<file path="src/rtl/ifetch_unit.sv">
// Instruction fetch unit: PC sequencing, single-outstanding memory requests
// and a show-ahead instruction queue feeding the dispatcher. A redirect
// flushes the queue, drops any returning word and restarts fetch at the target.
module ifetch_unit #(
  parameter logic [31:0] RESET_PC = 32'h0040_0000,
  parameter int          QDEPTH   = 4
) (
  input  logic        clk,
  input  logic        rst,
  output logic [31:0] imem_addr,
  output logic        imem_rd_en,
  input  logic [31:0] imem_rdata,
  input  logic        dispatch_ren,
  input  logic        dispatch_jump_branch,
  input  logic [31:0] dispatch_jmp_branch_addr,
  output logic [31:0] ifetch_instruction,
  output logic [31:0] ifetch_pc_plus_four,
  output logic        ifetch_empty_flag
);

  localparam int PTR_W = (QDEPTH > 1) ? $clog2(QDEPTH) : 1;
  localparam int CNT_W = PTR_W + 1;

  // Queue entry: {instruction word, fetch address + 4}
  logic [63:0]      mem_q [QDEPTH];

  logic [31:0]      pc_q, pc_d;
  logic [31:0]      req_addr_q;
  logic             inflight_q, inflight_d;
  logic [PTR_W-1:0] wptr_q, wptr_d;
  logic [PTR_W-1:0] rptr_q, rptr_d;
  logic [CNT_W-1:0] cnt_q, cnt_d;

  logic [CNT_W:0]   occupancy;
  logic             push;
  logic             pop;
  logic             empty;

  // Entries already queued plus the one still in flight must fit the queue,
  // so a returning word always has a slot waiting for it.
  assign occupancy  = {1'b0, cnt_q} + {{CNT_W{1'b0}}, inflight_q};
  assign imem_rd_en = rst & ~dispatch_jump_branch & (occupancy < (CNT_W+1)'(QDEPTH));
  assign imem_addr  = pc_q & ~32'h3;

  // A redirect overrides both the write of a returning word and a pop.
  assign empty = (cnt_q == '0);
  assign push  = inflight_q & ~dispatch_jump_branch;
  assign pop   = dispatch_ren & ~empty & ~dispatch_jump_branch;

  assign ifetch_empty_flag   = empty;
  assign ifetch_instruction  = empty ? 32'h0 : mem_q[rptr_q][63:32];
  assign ifetch_pc_plus_four = empty ? 32'h0 : mem_q[rptr_q][31:0];

  // Next-state for PC, inflight flag, pointers and count
  always_comb begin
    pc_d       = pc_q;
    inflight_d = imem_rd_en;
    wptr_d     = wptr_q;
    rptr_d     = rptr_q;
    cnt_d      = cnt_q;
    if (dispatch_jump_branch) begin
      pc_d   = dispatch_jmp_branch_addr & ~32'h3;
      wptr_d = '0;
      rptr_d = '0;
      cnt_d  = '0;
    end else begin
      if (imem_rd_en) pc_d = pc_q + 32'd4;
      if (push) wptr_d = wptr_q + PTR_W'(1);
      if (pop)  rptr_d = rptr_q + PTR_W'(1);
      if (push && !pop)      cnt_d = cnt_q + CNT_W'(1);
      else if (!push && pop) cnt_d = cnt_q - CNT_W'(1);
    end
  end

  // Control state register with asynchronous active-low reset
  always_ff @(posedge clk or negedge rst) begin
    if (!rst) begin
      pc_q       <= RESET_PC;
      inflight_q <= 1'b0;
      wptr_q     <= '0;
      rptr_q     <= '0;
      cnt_q      <= '0;
    end else begin
      pc_q       <= pc_d;
      inflight_q <= inflight_d;
      wptr_q     <= wptr_d;
      rptr_q     <= rptr_d;
      cnt_q      <= cnt_d;
    end
  end

  // Request address and queue storage; contents are masked by the empty flag
  always_ff @(posedge clk) begin
    if (imem_rd_en) req_addr_q <= imem_addr;
    if (push) mem_q[wptr_q] <= {imem_rdata, req_addr_q + 32'd4};
  end

endmodule

</file>
<file path="config.mk">
export PLATFORM = sky130hd
export DESIGN_NAME = ifetch_unit
export DESIGN_NICKNAME = d
export VERILOG_FILES = /design/src/rtl/ifetch_unit.sv
export SDC_FILE = /design/constraint.sdc
export NUM_CORES = 1
export LEC_CHECK = 0
export BUFFER_PORTS_ARGS = -buffer_cell sky130_fd_sc_hd__clkbuf_2
export CAP_MARGIN = 25
export CORE_MARGIN = 3
export CORE_UTILIZATION = 40
export DETAILED_ROUTE_END_ITERATION = 8
export PLACE_DENSITY = 0.64
export SLEW_MARGIN = 10
export SYNTH_ARGS = -nofsm -noshare
export SYNTH_HDL_FRONTEND = slang
export SYNTH_SLANG_ARGS = --single-unit
</file>
<file path="constraint.sdc">
create_clock -name clk -period 6.4 [get_ports clk]
set_input_delay 0.64 -clock clk [delete_from_list [all_inputs] [get_ports clk]]
set_output_delay 0.64 -clock clk [all_outputs]
set_load 0.01 [all_outputs]
</file>
After elaboration in Yosys (flattened, before gate mapping)
Memories as Yosys holds them, arrays and structs flattened.
Index checks and enable logic that the tools add are counted.
{ "totals": {"mem_bits_rw": 256, "in_bits": 68, "n_memories": 1, "output_inout_bits": 98, "reg_bits": 70} }
{ "mem_list": {"columns": ["memory", "depth", "width", "rd", "rd_ports_with_merged_regs", "wr", "line", "rtl"], "rows": [
  ["mem_q", 4, 64, 1, 0, 1, "25", "logic [63:0] mem_q [QDEPTH];"]
]} }
{ "op_classes": {"bitwise_logic": 7, "reduce_logical": 9, "addsub": 7, "n_mux": 13, "n_lt_le_gt_ge": 1} }
{ "ops": {"columns": ["op", "count"], "rows": [
  ["$mux 32", 4],
  ["$add 32x3->32 const B", 2],
  ["$mux 3", 3],
  ["$mux 2", 4],
  ["$reduce_bool 2->1", 3],
  ["$and 1x1->1", 5],
  ["$add 2x1->2 const B", 2],
  ["$add 3x1->4", 1],
  ["$lt 4x3->1 const B", 1],
  ["$add 3x1->3 const B", 1],
  ["$logic_not 3->1", 1],
  ["$reduce_bool 3->1", 1],
  ["$sub 3x1->3 const B", 1],
  ["$logic_and 1x1->1", 2],
  ["$logic_not 1->1", 2],
  ["$mux 1", 2],
  ["$not 1->1", 2]
]} }

Longest topological paths before layout
Gate-level depths: netlist (run 1).
{ "depth": {"word_depth": 8, "ltp_mapped": 8, "ltp_nobuf": 8} }

Least setup slack after synthesis (run 1)
OpenSTA, ideal clock, no wires.
{ "synth_timing": {"kind": "input -> register", "from": "in dispatch_jump_branch", "to": "mem mem_q[0][10], enable pin", "t_required_ns": 5.973, "stages": 3, "setup_ns": 0.427, "slack_ns": 3.487, "arrival_time_ns": 2.486, "cell_sequence": "clkbuf_1 > nor2b_1 > and2_1"} }
{ "synth_between": {"elab_chain_cells": 4} }
{ "synth_rtl": {"columns": ["item", "line", "rtl"], "rows": [
  ["start: declaration", "14", "input logic dispatch_jump_branch,"],
  ["$not 1->1", "47", "assign push = inflight_q & ~dispatch_jump_branch;"],
  ["$and 1x1->1", "47", null],
  ["$mux 1", "95", "if (push) mem_q[wptr_q] <= {imem_rdata, req_addr_q + 32'd4};"],
  ["$mux 1 (implied by the code)", "95", null],
  ["end: declaration", "25", null]
]} }
Every way passes these cells.

Final worst setup path (run 1)
{ "layout_timing": {"from": "reg rptr_q[0]", "to": "out ifetch_instruction[23]"} }
{ "layout_between": {"elab_chain_cells": 2} }
{ "layout_rtl": {"columns": ["item", "line", "rtl"], "rows": [
  ["start: declaration", "31", "logic [PTR_W-1:0] rptr_q, rptr_d;"],
  ["start signal: assignment", "87", "rptr_q <= rptr_d;"],
  ["$mem_v2 4x64", null, null],
  ["$mux 32", "51", "assign ifetch_instruction = empty ? 32'h0 : mem_q[rptr_q][63:32];"],
  ["end: declaration", "16", "output logic [31:0] ifetch_instruction,"]
]} }
Every way passes these cells.

==> results of run 1 <==
## logic make-up (layout without fill, tap and decap cells)
logic type      Yosys count  count (layout)
compound gates           60              60
buf+inv                  56             251
other cells               1               5
xor+xnor                 34              34
fa+ha+maj                 7               7
flops                   316             316
simple gates            238             238
mux                      64              64
## stage by stage
stage	hold slack, ns	cells
after detailed placement	0.515	1346
after floorplan	0.344	779
after global placement	0.508	1346
after CTS	0.202	1409
after global routing	0.234	1409
final	0.201	1410
## final cells by class
| type | count | area, um2 | share of cell area, % |
|---|---|---|---|
| Sequential cell | 316 | 9310 | 59.7 |
| Multi-Input combinational cell | 407 | 3620 | 23.2 |
| Clock buffer | 44 | 962 | 6.17 |
| Timing Repair Buffer | 171 | 886 | 5.68 |
| Tap cell | 435 | 544 | 3.49 |
| Clock inverter | 19 | 200 | 1.28 |
| Inverter | 17 | 63.8 | 0.409 |
| Antenna cell | 1 | 2.50 | 0.0161 |
## metal layers
metal | routed length (um) | global-route usage [%] | up-vias
li1 | - | - | 3370
met3 | 1490 | 2.77 | 38
met1 | 11700 | 20.5 | 3594
met4 | 472 | 3.66 | 0
met5 | 0 | 0 | -
met2 | 12100 | 23.6 | 222
## layout by cell type, fill, tap and decap left out, types with 3 or more instances in the layout
cell type     n
a211oi_1      3
a21oi_1       4
a31oi_1       3
a32oi_1       3
and2_1       64
and2_2        4
and3_1        5
and4_1        3
buf_4        12
bufinv_16     4
clkbuf_1      6
clkbuf_16    37
clkbuf_2    159
clkinv_1      5
clkinv_2      7
clkinvlp_4    4
conb_1        4
dfrtp_1      35
edfxtp_1    278
ha_1          6
inv_1        16
mux4_2       62
nand2_1      58
nand3_1      28
nand4_1      17
nor2_1       32
nor3_1        3
nor4_4        4
o211ai_1     14
o21ai_0      15
o311ai_0      6
xnor2_1      24
xor2_1       10
## state kept, by name, summed over array words and instances (netlist names)
signal and count:
cnt_q 3, inflight_q 1, mem_q 248, pc_q 30, req_addr_q 30, rptr_q 2, wptr_q 2
## where the power goes
group | switching (mW) | total (mW) | internal (mW)
Clock | 0.762 | 1.99 | 1.23
Sequential | 0.181 | 2.57 | 2.39
Combinational | 0.701 | 1.35 | 0.649
Total | 1.64 | 5.91 | 4.26
## cell usage after synthesis, drive strengths merged (2+ instances only)
library cell / count
o21ai: 15
o311ai: 8
and4: 3
o211ai: 14
a31o: 2
or3: 3
a211oi: 3
nor3b: 2
a221o: 3
xnor2: 24
inv: 16
mux4: 62
nor3: 4
mux2i: 2
clkbuf: 23
edfxtp: 278
a211o: 2
and2: 69
nor2: 32
buf: 16
nand3: 30
nor4: 6
a31oi: 3
a21oi: 4
and3: 7
nand4: 20
dfrtp: 37
xor2: 10
nand2: 58
a32oi: 3
ha: 6
## how the worst min path moves through the flow
stage	from	endpoint	slack [ns]	cells after the start
3_3_place_gp	cnt_q[2]$_DFFE_PN0P_	cnt_q[2]$_DFFE_PN0P_	0.51	1
5_1_grt	rst	pc_q[28]$_DFFE_PN0P_	0.23	2
2_1_floorplan	rst	cnt_q[0]$_DFFE_PN0P_	0.34	0
6_report	rst	pc_q[28]$_DFFE_PN0P_	0.20	2
3_5_place_dp	cnt_q[2]$_DFFE_PN0P_	cnt_q[2]$_DFFE_PN0P_	0.51	1
4_1_cts	rst	pc_q[28]$_DFFE_PN0P_	0.20	2
==> flow_summary.yaml, run 1 <==
placed_design:
  io_buffers: 159
  dpl_cell_area_mm2: 0.0144
  dp_slack_ns: 3.19
  hpwl_um: 15600
  place_congestion: 0.818
clock_tree:
  ctsRootBufferMaster: "clkbuf_16"
  postCtsHoldBufs: 0
  cts_num_sinks: 316
  cts_buffers: 35
  clock_latency_ns: 0.50
  cts_resized: 0
  cts_tree: "built"
  cts.path.max_buffers: 3
  cts_max_level: 2
  clk_pin_slew_ns: 0.06
  cts_setup_buffers: 0
power_and_ir_drop:
  power_mw: 5.91
  ir_drop_v: 0.000188
  leakagePower_nw: 5.46
  powerDensity_mw_per_mm2: 379
synthesis:
  muxShareOfSynthArea_pct: 10.8
  post-synth-top-area-cell: "edfxtp_1"
  yosysUniqueCellTypes: 53
  synthAdderAreaFrac_pct: 0.724
  synth_flop_cell: "edfxtp_1"
  synth_edf_count: 278
  synth_top_family_by_area: "multiplexers"
  synth-xor-area-share_pct: 2.27
  synth_area_mm2: 0.0131
  netlist.area_leader.share_pct: 63.5
  async_flop_share_pct: 12.0
  ys_seq_area_share_pct: 70.8
  syn_inst: 776
  ys_ff_latch: 316
  syn_area_per_cell_um2: 16.9
  yosys_warnings: 0
  synth_area_leaders: "edfxtp_1 64%, mux4_2 11%, dfrtp_1 7.0%"
  synthSimpleGateAreaFrac_pct: 10.4
  synth_compound_area_share_pct: 3.26
setup_path:
  crit_slowest_cell: "dfrtp_4"
  worst_ep_required_time_ns: 5.76
  reg2reg_depth: 8
  critPathBufInv: 2
  r2r_end: "cnt_q[2]$_DFFE_PN0P_"
  regToRegSetupSlack_ns: 3.89
  critPathTopFamily: "flip-flops"
  critPathCapture: "ifetch_instruction[23]"
  crit_chain: "buf_4 > mux4_2 > and2_1 > clkbuf_2"
  cp-end-kind: "output port"
  timing.rr.start: "cnt_q[0]$_DFFE_PN0P_"
  slowest_delay_ns: 0.96
  cp-startpoint: "rptr_q[0]$_DFFE_PN0P_"
  cp_max_fo: 39
  cp.arrival_ns: 3.00
  path_class: "flop to output port"
  path_depth: 4
  worstSetupStartpointType: "flop"
run_status:
  status: "finished, final reports clean"
timing:
  fin_crit_sh_pct: 56.8
  rsz0062_at_grt: "false"
  skew_ns: 0.0141
  worst-slew-pin-transition_ns: 0.957
  slew_headroom_pct: 36.2
  fin_setup_tns_ns: 0
  fmax_mhz: 275
  min_period_ns: 3.64
  setup_viol_count_final: 0
  setup_ws_ns: 2.76
  final_max_slew_viol_count: 0
  finalHoldViolCount: 0
detailed_routing:
  drc_errors: 0
  firstDrtPassIters: 4
  totalWireLength_um: 25700
  vias_per_cell: 5.12
  num_vias: 7224
  detail-route-antenna-nets: 0
  wl_per_cell_um: 18.3
  drtIter0Drc: 501
global_route:
  grt_usage_pct: 14.6
  grt_max_degree: 67
  grt_pass1_vias: 7375
  grt-ovfl-total: 0
  antenna_found_initial: 0
  grt_pass1_wl_um: 40900
floorplan:
  start_util_pct: 41.1
  die-area_mm2: 0.0351
  die_h_um: 187
  ios: 166
  core_area_mm2: 0.0320
  core.rowCount: 65
  die_w_um: 187
final_layout:
  area_growth_syn_to_layout_pct: 18.6
  utilization_pct: 48.8
  final_nets: 1023
  fin_area_mm2: 0.0156
  post_route_cells_drive_above_1_share_pct: 31.8
  fillers: 2702
run:
  max_cap_viol_count: 0
min_path:
  min_path_type: "primary input to asynchronous set/reset pin"
Power figures use the tool's default switching activity.
==> run 2, diff against run 1 <==
--- a/config.mk
+++ b/config.mk
@@ -5,12 +5,13 @@
 export SDC_FILE = /design/constraint.sdc
 export NUM_CORES = 1
 export LEC_CHECK = 0
+export ABC_AREA = 1
 export BUFFER_PORTS_ARGS = -buffer_cell sky130_fd_sc_hd__clkbuf_2
 export CAP_MARGIN = 25
 export CORE_MARGIN = 3
 export CORE_UTILIZATION = 40
 export DETAILED_ROUTE_END_ITERATION = 8
-export PLACE_DENSITY = 0.64
+export PLACE_DENSITY = 0.63
 export SLEW_MARGIN = 10
 export SYNTH_ARGS = -nofsm -noshare
 export SYNTH_HDL_FRONTEND = slang
==> constraint.sdc (replaced) <==
create_clock -name clk -period 3.8 [get_ports clk]
set_input_delay 0.38 -clock clk [delete_from_list [all_inputs] [get_ports clk]]
set_output_delay 0.38 -clock clk [all_outputs]
set_load 0.01 [all_outputs]
==> run 2 against run 1 <==
Synthesized cell count grew 74%. Setup slack worse by 1.7 ns. Core utilization decreased by 0.41 points. Non-clock buffer count grew 2. Global-route usage up 2.3 points. Critical path depth up 1. Clock power grew 60%. Sequential power is 67% higher. Combinational power up 110%. Clock skew is 0.013 ns higher. Via count up 36%. Largest cell class unchanged. Largest power group unchanged. Highest routed layer unchanged.
==> flow_summary.yaml, run 2 <==
power_and_ir_drop:
  intPower_mw: 6.83
  clockPowerShare_pct: 30.9
  powerDensity_mw_per_mm2: 626
  p_seq_share_pct: 41.6
  combPwrFrac_pct: 27.5
  power_mw: 10.3
  p_switching_mw: 3.47
  leakagePower_nw: 6.28
  power_switching_share_pct: 33.7
  ir_drop_v: 0.000298
detailed_routing:
  met1_length_um: 14600
  met3_length_um: 2210
  highest_layer: "met4"
  detail-route-antenna-nets: 0
  totalWireLength_um: 32400
  firstDrtPassIters: 5
  drtIter0Drc: 662
  wl_met2_um: 14900
  vias_per_cell: 4.97
  wl_per_cell_um: 16.3
  num_vias: 9847
  drc_errors: 0
timing:
  rsz0062_at_grt: "false"
  fin_setup_tns_ns: 0
  fin_crit_sh_pct: 72.3
  fmax_mhz: 364
  worst-slew-pin-transition_ns: 0.889
  setup_viol_count_final: 0
  final_max_slew_viol_count: 0
  fin_hold_ws_ns: 0.0101
  skew_ns: 0.0276
  finalHoldViolCount: 0
  slew_headroom_pct: 40.7
  min_period_ns: 2.75
floorplan:
  die_w_um: 193
  core.rowCount: 67
  ios: 166
  die-area_mm2: 0.0374
  die_h_um: 193
  start_util_pct: 41.3
  core_area_mm2: 0.0340
synthesis:
  ys_ff_latch: 316
  syn_area_per_cell_um2: 10.4
  synth_area_mm2: 0.0140
  post-synth-top-area-cell: "edfxtp_1"
  yosysUniqueCellTypes: 37
  yosys_warnings: 0
  synthTopCellsByCount: "326 x nor2_1, 278 x edfxtp_1, 220 x nand2_1, 145 x o21ai_0, 77 x inv_1"
  synth_edf_count: 278
  netlist.area_leader.share_pct: 59.5
  synth_flop_cell: "edfxtp_1"
  synth_most_common_cell: "nor2_1"
  ys_seq_area_share_pct: 66.2
  async_flop_share_pct: 12.0
  synth_area_leaders: "edfxtp_1 59%, nor2_1 8.7%, dfrtp_1 6.6%"
  syn_inst: 1353
global_route:
  grt_pass1_vias: 9502
  grt-ovfl-total: 0
  grt_max_degree: 126
  grt_pass1_wl_um: 51100
  grt_usage_pct: 16.9
  antenna_found_initial: 0
final_layout:
  fin_area_mm2: 0.0165
  final_nets: 1583
  diodes: 0
  post_route_cells_drive_above_1_share_pct: 17.1
  top_regs: "mem_q x248, pc_q x30, req_addr_q x30"
  layout_common_cells: "322 x nor2_1, 278 x edfxtp_1, 220 x nand2_1"
  regArea_mm2: 0.00931
  multi_input_area_mm2: 0.00416
  fillers: 3093
  utilization_pct: 48.3
  regMostFlops: "mem_q"
  area_growth_syn_to_layout_pct: 17.2
  final_common_cell: "nor2_1"
  largest_register_ffs: 248
setup_path:
  cp-startpoint: "rptr_q[0]$_DFFE_PN0P_"
  cp.arrival_ns: 2.37
  worst_ep_required_time_ns: 3.42
  worstSetupStartpointType: "flop"
  timing.rr.start: "inflight_q$_DFF_PN0_"
  cp-end-kind: "output port"
  path_class: "flop to output port"
  cp_max_fo: 39
clock_tree:
  clk_pin_slew_ns: 0.06
  cts_buffers: 35
  cts_resized: 0
  cts.path.max_buffers: 3
  ctsRootBufferMaster: "clkbuf_16"
  cts_num_sinks: 316
  postCtsHoldBufs: 0
  clock_latency_ns: 0.52
  cts_max_level: 2
  cts_setup_buffers: 0
  cts_tree: "built"
placed_design:
  io_buffers: 159
  dpl_cell_area_mm2: 0.0153
  hpwl_um: 20100
  place_congestion: 0.871
run_status:
  status: "finished, final reports clean"
min_path:
  min_path_type: "primary input to asynchronous set/reset pin"
run:
  max_cap_viol_count: 0
## run 2: cell count changes after synthesis, sizes merged, moves of 65 or more
cell,change
nor2,+308
nand2,+170
o21ai,+130
and2,-67
inv,+65
## run 2: worst paths after layout
| kind | to | slack (ns) | cells past startpoint |
|---|---|---|---|
| worst min register to register | cnt_q[0]$_DFFE_PN0P_ | 0.52 | 2 |
| worst max register to register | mem_q[0][2]$_DFFE_PP_ | 1.75 | 5 |
| worst min-delay path | pc_q[16]$_DFFE_PN0P_ | 0.01 | 2 |
| min in group clk | pc_q[12]$_DFFE_PN0P_ | 0.07 | 3 |
| worst max-delay path | ifetch_instruction[22] | 1.05 | 5 |
| max in group asynchronous | rptr_q[1]$_DFFE_PN0P_ | 3.35 | 2 |
## run 2: power by group through the flow
stage          Sequential [mW]  Clock [mW]  Combinational (mW)
6_report                  4.29        3.18                2.83
5_1_grt                   4.31        3.43                3.16
4_1_cts                   4.28        3.27                2.89
3_5_place_dp              4.36           0                2.87
3_3_place_gp              4.35           0                2.84
2_1_floorplan             4.32           0                1.72
## run 2: logic make-up after synthesis
logic type               synth area share (%)
AO/OA/AOI/OAI                            8.01
XOR/XNOR                                 1.93
adder cells (fa/ha/maj)                 0.677
buffers and inverters                    4.39
flip-flops                               66.2
other                                  0.0267
AND/OR/NAND/NOR                          18.7
## run 2: worst max-delay path, cell delays in order, from the launching register on
cell,delay [ns]
dfrtp_4,0.49
clkinv_2,0.36
buf_4,0.43
o21ai_0,0.15
a21oi_1,0.23
clkbuf_2,0.17
## run 2: through the flow
stage,setup WS (ns),instances
final,1.05,1983
after global routing,0.851,1983
after CTS,1.00,1983
after detailed placement,1.55,1919
after global placement,1.55,1919
after floorplan,-0.0718,1356
## run 2: layer usage
layer  track usage, %  up-vias
li1                 -     4867
met1             23.8     4633
met2             27.0      298
met3             3.03       49
met4             4.90        0
met5                0        -
## run 2: layout make-up
cell class	count	share of cell area [%]
inverter	83	1.90
timing repair buffer	173	6.08
clock buffer	47	5.72
sequential	316	56.6
multi-input combinational	899	25.3
clock inverter	17	1.03
tap	448	3.41
==> run 3, diff against run 2 <==
==> constraint.sdc (replaced) <==
create_clock -name clk -period 2.85 [get_ports clk]
set_input_delay 0.285 -clock clk [delete_from_list [all_inputs] [get_ports clk]]
set_output_delay 0.285 -clock clk [all_outputs]
set_load 0.01 [all_outputs]
==> run 3 against run 2 <==
Wire length up 1.7%. Clock-buffer cell count shrank 5. Global-route usage up 0.54 points. Register-to-register slack worse by 0.95 ns. Critical path depth rose by 1. Non-clock buffer count rose by 50. Core utilization rose by 1.5 points. Cell area is 3.0% higher. Sequential share of layout area is 1.7 points lower. Cell count rose by 2.3%. Combinational power is 38% higher.
==> flow_summary.yaml, run 3 (synthesis gave the netlist of run 2 again) <==
run_status:
  status: "finished, final reports clean"
final_layout:
  final_common_cell: "nor2_1"
  finish.cell_count_without_fillers: 2028
  diodes: 0
  final_nets: 1633
  fillers: 3041
  fin_area_mm2: 0.0170
  area_growth_syn_to_layout_pct: 20.8
  top_regs: "mem_q x248, pc_q x30, req_addr_q x30"
  utilization_pct: 49.8
  regMostFlops: "mem_q"
  post_route_cells_drive_above_1_share_pct: 17.2
  largest_register_ffs: 248
  layout_common_cells: "322 x nor2_1, 278 x edfxtp_1, 220 x nand2_1"
detailed_routing:
  highest_layer: "met4"
  met3_length_um: 2100
  wl_met2_um: 15300
  drc_errors: 0
  wl_per_cell_um: 16.2
  met1_length_um: 14700
  vias_per_cell: 4.97
  num_vias: 10100
  firstDrtPassIters: 5
  totalWireLength_um: 32900
  drtIter0Drc: 673
  detail-route-antenna-nets: 0
timing:
  rsz0062_at_grt: "false"
  setup_ws_ns: 0.291
  fin_setup_tns_ns: 0
  final_max_slew_viol_count: 0
  worst-slew-pin-transition_ns: 0.688
  min_period_ns: 2.56
  fin_hold_ws_ns: 0.0249
  finalHoldViolCount: 0
  skew_ns: 0.0110
  fin_crit_sh_pct: 89.8
  fmax_mhz: 391
  slew_headroom_pct: 54.0
  setup_viol_count_final: 0
global_route:
  grt_pass1_wl_um: 52800
  grt_usage_pct: 17.4
  grt_pass1_vias: 9821
  grt-ovfl-total: 0
  grt_max_degree: 126
  antenna_found_initial: 0
floorplan:
  die-area_mm2: 0.0374
  core_area_mm2: 0.0340
  ios: 166
  die_w_um: 193
  die_h_um: 193
  start_util_pct: 41.3
  core.rowCount: 67
clock_tree:
  cts_max_level: 2
  cts_buffers: 35
  ctsRootBufferMaster: "clkbuf_16"
  clk_pin_slew_ns: 0.06
  cts_setup_buffers: 0
  cts.path.max_buffers: 3
  cts_num_sinks: 316
  cts_tree: "built"
  clock_latency_ns: 0.51
power_and_ir_drop:
  powerDensity_mw_per_mm2: 820
  power_mw: 13.9
  leakagePower_nw: 6.50
  intPower_mw: 9.29
  power_switching_share_pct: 33.2
  p_seq_share_pct: 41.2
  ir_drop_v: 0.000434
  combPwrFrac_pct: 28.1
  clockPowerShare_pct: 30.7
  p_switching_mw: 4.62
placed_design:
  place_congestion: 0.883
  dpl_cell_area_mm2: 0.0155
  io_buffers: 159
  placed_cells: 1929
  dp_slack_ns: 0.780
  hpwl_um: 20900
setup_path:
  cp-end-kind: "output port"
  cp_max_fo: 125
  worstSetupStartpointType: "flop"
  path_class: "flop to output port"
  reg2reg_depth: 5
  worst_ep_required_time_ns: 2.57
  cp.arrival_ns: 2.27
min_path:
  min_path_type: "primary input to flop"
  hold_depth: 3
run:
  max_cap_viol_count: 0
run 3: power groups by stage:
stage	Sequential (mW)	Combinational, mW	Clock, mW
6_report	5.73	3.91	4.27
5_1_grt	5.77	4.37	4.57
4_1_cts	5.72	3.98	4.37
3_5_place_dp	5.81	3.92	0
3_3_place_gp	5.81	3.88	0
2_1_floorplan	5.76	2.29	0
run 3: final cells by class:
class	count	area, um2	area share (%)
clock inverter	17	195	1.15
sequential	316	9310	54.9
tap	448	561	3.31
inverter	83	313	1.85
clock buffer	42	902	5.32
multi-input combinational	899	4160	24.6
timing repair buffer	223	1510	8.93
run 3: routing by layer:
layer	GRT usage [%]	up-vias
li1	-	4960
met2	28.1	350
met4	5.60	0
met3	2.73	68
met1	24.4	4704
met5	0	-
run 3: final timing paths:
| check | slack, ns | to | startpoint |
|---|---|---|---|
| setup reg to reg | 0.80 | mem_q[2][24]$_DFFE_PP_ | inflight_q$_DFF_PN0_ |
| setup / recovery | 0.29 | ifetch_pc_plus_four[13] | rptr_q[0]$_DFFE_PN0P_ |
| hold reg to reg | 0.52 | cnt_q[0]$_DFFE_PN0P_ | cnt_q[0]$_DFFE_PN0P_ |
| max in group asynchronous | 1.99 | rptr_q[0]$_DFFE_PN0P_ | rst |
| hold / removal | 0.02 | pc_q[10]$_DFFE_PN0P_ | dispatch_jmp_branch_addr[10] |
| min in group asynchronous | 0.46 | pc_q[28]$_DFFE_PN0P_ | rst |
run 3: what timing repair did:
item	in CTS	in global routing
hold buffers	39	1
endpoints found under the hold margin	168	1
endpoints found under the setup margin	0	0
gates resized for setup	0	0
run 3: critical path, cell delays in order, from the launching register on:
cell and delay (ns):
dfrtp_4 0.43, buf_12 0.41, nor2_1 0.12, nor2_1 0.10, o21ai_0 0.09, a21oi_1 0.27, clkbuf_2 0.19
